<file path="config.mk">
export PLATFORM = sky130hd
export DESIGN_NAME = pipe_ctrl_flat
export DESIGN_NICKNAME = d
export VERILOG_FILES = /design/src/rtl/pipe_ctrl_if.sv /design/src/rtl/pipe_ctrl.sv /design/src/flat_wrapper.sv
export SDC_FILE = /design/constraint.sdc
export NUM_CORES = 1
export LEC_CHECK = 0
export CORE_AREA = 2 2 111 113
export DETAILED_ROUTE_END_ITERATION = 8
export DIE_AREA = 0 0 113 115
export PLACE_DENSITY = 0.81
export SYNTH_ARGS = -nofsm -noshare
export SYNTH_HDL_FRONTEND = slang
export SYNTH_SLANG_ARGS = --single-unit
</file>
<file path="constraint.sdc">
create_clock -name clk -period 5.12 [get_ports clk]
set_input_delay 0.512 -clock clk [delete_from_list [all_inputs] [get_ports clk]]
set_output_delay 0.512 -clock clk [all_outputs]
set_load 0.05 [all_outputs]
</file>
<file path="src/rtl/pipe_ctrl_if.sv">
// Handshake bundle between the RV32I pipeline and its control unit.
// The pipeline side (master) drives the resolution and hazard requests;
// the control unit (slave) returns redirect, stall, flush and status.
interface pipe_ctrl_if #(
  parameter int CNT_W = 32
);
  logic             jump_en_i;
  logic [31:0]      jump_addr_i;
  logic             hold_ex_i;
  logic             load_use_i;
  logic             bus_hold_i;
  logic             jump_en_o;
  logic [31:0]      jump_addr_o;
  logic [3:0]       stall_o;
  logic [1:0]       flush_o;
  logic             hold_timeout_o;
  logic [CNT_W-1:0] stall_cnt_o;
  logic [CNT_W-1:0] redir_cnt_o;

  modport master (
    output jump_en_i, jump_addr_i, hold_ex_i, load_use_i, bus_hold_i,
    input  jump_en_o, jump_addr_o, stall_o, flush_o, hold_timeout_o,
           stall_cnt_o, redir_cnt_o
  );

  modport slave (
    input  jump_en_i, jump_addr_i, hold_ex_i, load_use_i, bus_hold_i,
    output jump_en_o, jump_addr_o, stall_o, flush_o, hold_timeout_o,
           stall_cnt_o, redir_cnt_o
  );
endinterface

</file>
<file path="src/rtl/pipe_ctrl.sv">
// Pipeline control unit for the RV32I 5-stage core.
// Sequences PC redirect (one cycle after EX resolves a taken jump),
// per-stage stalls and bubble insertion, watches multi-cycle EX holds
// for runaway operations and counts stall cycles and redirects.
// stall_o: [0]PC [1]IF/ID [2]ID/EX [3]EX/MEM   flush_o: [0]IF/ID [1]ID/EX
module pipe_ctrl #(
  parameter int HOLD_TIMEOUT = 64,
  parameter int CNT_W        = 32
) (
  input  logic        clk,
  input  logic        rst,
  pipe_ctrl_if.slave  bus
);

  localparam int HC_W = $clog2(HOLD_TIMEOUT + 1);

  typedef enum logic [1:0] {
    ST_RUN   = 2'd0,
    ST_REDIR = 2'd1,
    ST_HOLD  = 2'd2
  } state_t;

  state_t           state_q, state_d;
  logic [31:0]      redir_addr_q, redir_addr_d;
  logic [HC_W-1:0]  hold_cnt_q, hold_cnt_d;
  logic             timeout_q, timeout_d;
  logic [CNT_W-1:0] stall_cnt_q, stall_cnt_d;
  logic [CNT_W-1:0] redir_cnt_q, redir_cnt_d;

  logic             jump_en_c;
  logic [31:0]      jump_addr_c;
  logic [3:0]       stall_c;
  logic [1:0]       flush_c;
  logic             run_eval_c;

  // Next-state and combinational pipeline controls from state + requests.
  // RUN-style evaluation is shared so that a HOLD_EX release behaves
  // exactly like RUN in the same cycle.
  always_comb begin
    state_d      = state_q;
    redir_addr_d = redir_addr_q;
    hold_cnt_d   = hold_cnt_q;
    jump_en_c    = 1'b0;
    jump_addr_c  = 32'd0;
    stall_c      = 4'b0000;
    flush_c      = 2'b00;
    run_eval_c   = 1'b0;

    case (state_q)
      ST_RUN: begin
        run_eval_c = 1'b1;
      end
      ST_REDIR: begin
        if (bus.bus_hold_i) begin
          // Keep the pending redirect until the bus frees up.
          stall_c = 4'b1111;
        end else begin
          jump_en_c   = 1'b1;
          jump_addr_c = redir_addr_q;
          flush_c     = 2'b01;
          state_d     = ST_RUN;
        end
      end
      ST_HOLD: begin
        if (bus.bus_hold_i) begin
          stall_c = 4'b1111;
        end else if (bus.hold_ex_i) begin
          stall_c = 4'b0111;
          if (hold_cnt_q != {HC_W{1'b1}}) begin
            hold_cnt_d = hold_cnt_q + HC_W'(1);
          end
        end else begin
          hold_cnt_d = '0;
          run_eval_c = 1'b1;
        end
      end
      default: begin
        state_d = ST_RUN;
      end
    endcase

    if (run_eval_c) begin
      if (bus.bus_hold_i) begin
        stall_c = 4'b1111;
        state_d = ST_RUN;
      end else if (bus.hold_ex_i) begin
        // First hold cycle counts toward the watchdog.
        stall_c    = 4'b0111;
        hold_cnt_d = HC_W'(1);
        state_d    = ST_HOLD;
      end else if (bus.jump_en_i) begin
        flush_c      = 2'b11;
        redir_addr_d = bus.jump_addr_i;
        state_d      = ST_REDIR;
      end else if (bus.load_use_i) begin
        stall_c = 4'b0011;
        flush_c = 2'b10;
        state_d = ST_RUN;
      end else begin
        state_d = ST_RUN;
      end
    end
  end

  // Sticky watchdog flag and saturating performance counters.
  always_comb begin
    timeout_d   = timeout_q;
    stall_cnt_d = stall_cnt_q;
    redir_cnt_d = redir_cnt_q;
    if (hold_cnt_d >= HC_W'(HOLD_TIMEOUT)) begin
      timeout_d = 1'b1;
    end
    if ((stall_c != 4'b0000) && (stall_cnt_q != {CNT_W{1'b1}})) begin
      stall_cnt_d = stall_cnt_q + CNT_W'(1);
    end
    if (jump_en_c && (redir_cnt_q != {CNT_W{1'b1}})) begin
      redir_cnt_d = redir_cnt_q + CNT_W'(1);
    end
  end

  // State register; reset discards any pending redirect.
  always_ff @(posedge clk or posedge rst) begin
    if (rst) begin
      state_q      <= ST_RUN;
      redir_addr_q <= 32'd0;
      hold_cnt_q   <= '0;
      timeout_q    <= 1'b0;
      stall_cnt_q  <= '0;
      redir_cnt_q  <= '0;
    end else begin
      state_q      <= state_d;
      redir_addr_q <= redir_addr_d;
      hold_cnt_q   <= hold_cnt_d;
      timeout_q    <= timeout_d;
      stall_cnt_q  <= stall_cnt_d;
      redir_cnt_q  <= redir_cnt_d;
    end
  end

  assign bus.jump_en_o      = jump_en_c;
  assign bus.jump_addr_o    = jump_addr_c;
  assign bus.stall_o        = stall_c;
  assign bus.flush_o        = flush_c;
  assign bus.hold_timeout_o = timeout_q;
  assign bus.stall_cnt_o    = stall_cnt_q;
  assign bus.redir_cnt_o    = redir_cnt_q;

endmodule

</file>
<file path="src/flat_wrapper.sv">
// flat-port wrapper written by rule: the top's interface ports become plain ports
module pipe_ctrl_flat 
#(
  parameter int HOLD_TIMEOUT = 64,
  parameter int CNT_W        = 32
)
  (clk, rst, bus_jump_en_i, bus_jump_addr_i, bus_hold_ex_i, bus_load_use_i, bus_bus_hold_i, bus_jump_en_o, bus_jump_addr_o, bus_stall_o, bus_flush_o, bus_hold_timeout_o, bus_stall_cnt_o, bus_redir_cnt_o);
  pipe_ctrl_if #(.CNT_W(CNT_W)) bus_i ();
  input  logic clk;
  input  logic rst;
  input wire logic [$bits(bus_i.jump_en_i)-1:0] bus_jump_en_i;
  input wire logic [$bits(bus_i.jump_addr_i)-1:0] bus_jump_addr_i;
  input wire logic [$bits(bus_i.hold_ex_i)-1:0] bus_hold_ex_i;
  input wire logic [$bits(bus_i.load_use_i)-1:0] bus_load_use_i;
  input wire logic [$bits(bus_i.bus_hold_i)-1:0] bus_bus_hold_i;
  output wire logic [$bits(bus_i.jump_en_o)-1:0] bus_jump_en_o;
  output wire logic [$bits(bus_i.jump_addr_o)-1:0] bus_jump_addr_o;
  output wire logic [$bits(bus_i.stall_o)-1:0] bus_stall_o;
  output wire logic [$bits(bus_i.flush_o)-1:0] bus_flush_o;
  output wire logic [$bits(bus_i.hold_timeout_o)-1:0] bus_hold_timeout_o;
  output wire logic [$bits(bus_i.stall_cnt_o)-1:0] bus_stall_cnt_o;
  output wire logic [$bits(bus_i.redir_cnt_o)-1:0] bus_redir_cnt_o;
  assign bus_i.jump_en_i = bus_jump_en_i;
  assign bus_i.jump_addr_i = bus_jump_addr_i;
  assign bus_i.hold_ex_i = bus_hold_ex_i;
  assign bus_i.load_use_i = bus_load_use_i;
  assign bus_i.bus_hold_i = bus_bus_hold_i;
  assign bus_jump_en_o = bus_i.jump_en_o;
  assign bus_jump_addr_o = bus_i.jump_addr_o;
  assign bus_stall_o = bus_i.stall_o;
  assign bus_flush_o = bus_i.flush_o;
  assign bus_hold_timeout_o = bus_i.hold_timeout_o;
  assign bus_stall_cnt_o = bus_i.stall_cnt_o;
  assign bus_redir_cnt_o = bus_i.redir_cnt_o;
  pipe_ctrl #(.HOLD_TIMEOUT(HOLD_TIMEOUT), .CNT_W(CNT_W)) u_core (.clk(clk), .rst(rst), .bus(bus_i));
endmodule
</file>
Yosys cells after proc, flatten, opt, wreduce, memory -nomap -nowiden
Cells that the tools add are included.

storage, ports and cells
  register bits = 106
  bits of input ports = 38
  output and inout bits = 104
  word-level logic and storage cells = 62

operators by class
  add/subtract/negate cells = 3
  $lt $le $gt $ge = 1
  equality and inequality tests = 7
  muxes and demuxes = 36
  bitwise operators = 2
  reductions and logical operators = 7

operators with widths
  operator               number
  $add 32x1->32 const B  2
  $mux 32                2
  $ne 32x32->1 const B   2
  $mux 7                 7
  $mux 4                 7
  $mux 2                 10
  $pmux 4 s2             1
  $add 7x1->7 const B    1
  $ge 7x7->1 const B     1
  $ne 7x7->1 const B     1
  $mux 1                 6
  $pmux 2 s2             1
  $reduce_and 4->1       1
  $reduce_bool 4->1      1
  $mux 3                 1
  $ne 3x2->1 const B     1
  $eq 2x1->1 const B     1
  $eq 2x2->1 const B     1
  $logic_and 1x1->1      2
  $logic_not 2->1        1
  $ne 2x1->1 const B     1
  $not 1->1              2
  $pmux 1 s2             1
  $reduce_and 2->1       1
  $reduce_or 2->1        1

Logic depth before layout (Yosys ltp)
  word-level depth = 10
  depth in mapped cells = 9
  depth with buffers taken out = 7

Worst setup path before layout
Ideal clock, no wire load.

  path kind = reg2out
  start point = register u_core.state_q[0]
  end point = output bus_flush_o[0]
  data arrival time = 2084 ps
  required time = 4608 ps
  slack = 2524 ps
  stages on the path, launching flop included = 7
  buffers on the path = 1
  cell sequence = dfrtp_1 > inv_1 > ha_1 > clkbuf_1 > nor2_1 > nor3b_1 > o21ai_0

on the way
  cells in the longest elaborated chain, start to end = 7
  elaborated cells between the ends (all ways) = 10
  classes of those cells = eq/ne: 2; mux: 7; reduce/logical: 1

RTL lines
  element                   line                source
  start: declaration        pipe_ctrl.sv:23     state_t state_q, state_d;
  start signal: assignment  pipe_ctrl.sv:131    state_q <= state_d;
  $eq 2x1->1                pipe_ctrl.sv:49     case (state_q)
  $mux 2                    pipe_ctrl.sv:49
  $mux 2                    pipe_ctrl.sv:95     end else if (bus.load_use_i) begin
  $mux 2                    pipe_ctrl.sv:91     end else if (bus.jump_en_i) begin
  $mux 2                    pipe_ctrl.sv:86     end else if (bus.hold_ex_i) begin
  $mux 2                    pipe_ctrl.sv:83     if (bus.bus_hold_i) begin
  $mux 2 (*)                pipe_ctrl.sv:82     if (run_eval_c) begin
  end: declaration          flat_wrapper.sv:19  output wire logic [$bits(bus_i.flush_o)-1:0] bus_flush_o;

Mark *: on every way between the ends. The rest lies on a longest branch, timed or not.

Final worst setup path
  start point = input bus_bus_hold_i
  end point = output bus_stall_o[0]

on the way
  cells in the longest elaborated chain, start to end = 7
  elaborated cells between the ends (all ways) = 10
  classes of those cells = mux: 10

RTL lines
  element                    line                              source
  start: declaration         flat_wrapper.sv:15                input wire logic [$bits(bus_i.bus_hold_i)-1:0] bus_bus_hold_i;
  $mux 4 (on tied branches)  pipe_ctrl.sv:65, pipe_ctrl.sv:54
  $pmux 4 s2                 pipe_ctrl.sv:49
  $mux 4                     pipe_ctrl.sv:95
  $mux 4                     pipe_ctrl.sv:91
  $mux 4                     pipe_ctrl.sv:86
  $mux 4                     pipe_ctrl.sv:83
  $mux 4 (*)                 pipe_ctrl.sv:82
  end: declaration           flat_wrapper.sv:18                output wire logic [$bits(bus_i.stall_o)-1:0] bus_stall_o;

Marked as above.

==> metrics <==
status finished with violations; failing checks design-rule violations; # port buffers between 100 and 150; pin count of the biggest net entering global routing 84; CTS tree done; RSZ-0062 raised after global routing no; Hold Path Class reg2reg; DIE AREA ~13000 sq um; DP HPWL between 8000 and 9000 um; Overall Power roughly 2.2 mW; Worst-Skew Late Latency 0.35 ns; DRT Pass-1 Iters 6; VDD IR-drop max 0.340 mV; # diodes 0; Pleak 3.01 nW; H-Tree Depth 3; CTS Hold Bufs 0; core area about 12000 sq um; clock slew at reported path FFs 0.07 ns; Max Slew Vio Count 0; Yosys Warn Count 0; WL/cell 15.9 um; Cell Area, Synth 5230 sq um; pre-CTS setup slack ~1.4 ns; R2R setup slack between 2 and 2.5 ns; Final Wtd Congestion 0.805; fraction of registers with async set/reset 100%; routed via count 4083; Pwr Density 312 nW/um^2; achievable clock frequency 265 MHz; die height 115 um; Syn Nets 517; fillcell total 964; GRT overflow 0; setup TNS 0 ns; max-cap violation count 0; Crit Path Class in2out; worst setup margin 1.35 ns; Site Rows 40; routed wire length 12100 um; Detailed Route Iter0 Violations roughly 250; share of cells above drive strength 1 roughly 11%; EDFF count, synth 0; crit path time final 3.77 ns; post-synthesis sequential area ratio between 50% and 60%; Final Hold Viols 0; CTS-repair resized insts 0; Crit path required time 4.61 ns; Num CTS Buffers 9; Slew HR roughly 33%; Setup Skew 0.00733 ns; DR DRC count 20; global-route wire length before repair 19700 um; vias in the first global route about 4000; Layout area overhead 35.2%; count of state elements after synthesis about 110; clk root buf clkbuf_16; initial antenna violation count 0; slew of the pin with the lowest slew margin 1.01 ns; Yosys cell types 47; I/O pin count 142; prevailing post-synth register cell dfrtp_1; Final setup viols 0; initial core utilization 44.3%; buffer count from post-CTS setup fixing 0; Die W 113 um; syn_area_per_cell 11.1 sq um; fin crit share 73.6%; GRT Overall Usage roughly a fifth; Setup crit start kind primary input; Worst Path Max Fanout 15; Vias/cell 5.34; Syn Inst Count between 400 and 500; worst path arrival time about 3.3 ns; ANT nets after route 0; fin nets about 660; Max clock buf depth 2; Clock Sinks 106; CP endpoint kind output pin
## final cells by class
type / instances / area, sq um / area share, %
Sequential cell: 106 / 2650 / 37.5
Multi-Input combinational cell: 342 / 2480 / 35.0
Timing Repair Buffer: 144 / 1430 / 20.3
Clock buffer: 12 / 256 / 3.63
Tap cell: 147 / 184 / 2.60
Inverter: 10 / 40.0 / 0.566
Clock inverter: 4 / 26.3 / 0.372
## stage by stage
step	cells	area [sq um]	util [%]	hold slack, ns
floorplan	472	5230	-	0.468
global route	765	7070	59.9	0.500
CTS	765	7070	59.9	0.480
finish	765	7070	59.9	0.481
global placement	749	6790	57.5	0.452
detailed placement	749	6790	57.5	0.464
## where the power goes
group	internal, mW	switching [mW]	total, mW	leakage (nW)
clock	0.356	0.298	0.653	0.139
combinational	0.218	0.309	0.527	1.50
sequential	0.943	0.0834	1.03	1.38
## cells in the mapped netlist, types with 2 or more instances
master,n,area (sq um)
nor2b_1,5,31.3
xor2_1,14,123
or2_2,4,25.0
mux2i_1,2,20.0
nor3_1,7,35.0
nand4_1,26,163
mux2_2,35,394
dfrtp_1,106,2650
nand4b_1,2,17.5
buf_2,6,30.0
a31oi_1,4,25.0
clkbuf_1,7,26.3
o21a_1,4,30.0
nor3_2,2,20.0
ha_1,7,87.6
nand2_1,25,93.8
inv_1,10,37.5
and3_1,23,144
nand3_1,28,140
and4_1,10,87.6
and2_1,40,250
nor3b_1,2,15.0
or3_1,2,12.5
a21oi_1,9,45.0
o21ai_0,8,40.0
nor2_1,17,63.8
xnor2_1,47,412
## layout by cell type (no fill, tap or decap), types with 8 or more instances in the layout
cell | Yosys | routed
dfrtp_1 | 106 | 106
xnor2_1 | 47 | 47
nor2_1 | 17 | 17
clkdlybuf4s50_1 | 0 | 141
and3_1 | 23 | 23
and2_1 | 40 | 40
nand4_1 | 26 | 26
nand2_1 | 25 | 25
and4_1 | 10 | 10
a21oi_1 | 9 | 9
clkbuf_16 | 0 | 9
xor2_1 | 14 | 14
mux2_2 | 35 | 35
o21ai_0 | 8 | 8
nand3_1 | 28 | 28
inv_1 | 10 | 9
## layer usage
metal	vias up	GRT usage (%)	part of all wire, %
met2	148	30.1	46
met5	-	0	0
met1	1978	25.9	46
li1	1950	-	-
met4	0	4.88	0.71
met3	7	4.80	6.8
## critical path: stages
cell and delay [ns]:
clkdlybuf4s50_1 0.75, nor3b_1 0.13, o21ai_0 0.55, nand2_1 0.47
clkdlybuf4s50_1 0.83
## worst paths after layout
check | depth (start not counted) | start | end
worst max-delay path | 5 | bus_bus_hold_i | bus_stall_o[0]
worst min-delay path | 1 | u_core.bus.hold_timeout_o | u_core.bus.hold_timeout_o
worst max register to register | 7 | u_core.state_q[0] | u_core.bus.stall_cnt_o[1]
worst min register to register | 1 | u_core.bus.hold_timeout_o | u_core.bus.hold_timeout_o
max in group asynchronous | 3 | rst | u_core.redir_addr_q[0]
min in group asynchronous | 2 | rst | u_core.bus.stall_cnt_o[2]
## flip-flops by register name, indices dropped and copies added, names as in the netlist
name and cells:
u_core.hold_cnt_q 7, u_core.bus.stall_cnt_o 32, u_core.bus.redir_cnt_o 32, u_core.bus.hold_timeout_o 1, u_core.redir_addr_q 32, u_core.state_q 2
## kinds of logic (layout without fill, tap and decap cells)
group | after synthesis | count (layout) | synth area share (%)
xor gates and xnor gates | 61 | 61 | 10.2
adders and majority gates | 7 | 7 | 1.67
AOI/OAI and AO/OA | 36 | 36 | 4.83
and+or+nand+nor | 201 | 201 | 22.7
muxes | 37 | 37 | 7.91
buffers and inverters | 24 | 170 | 1.94
DFF | 106 | 106 | 50.7
(Power assumes the default switching activity.)
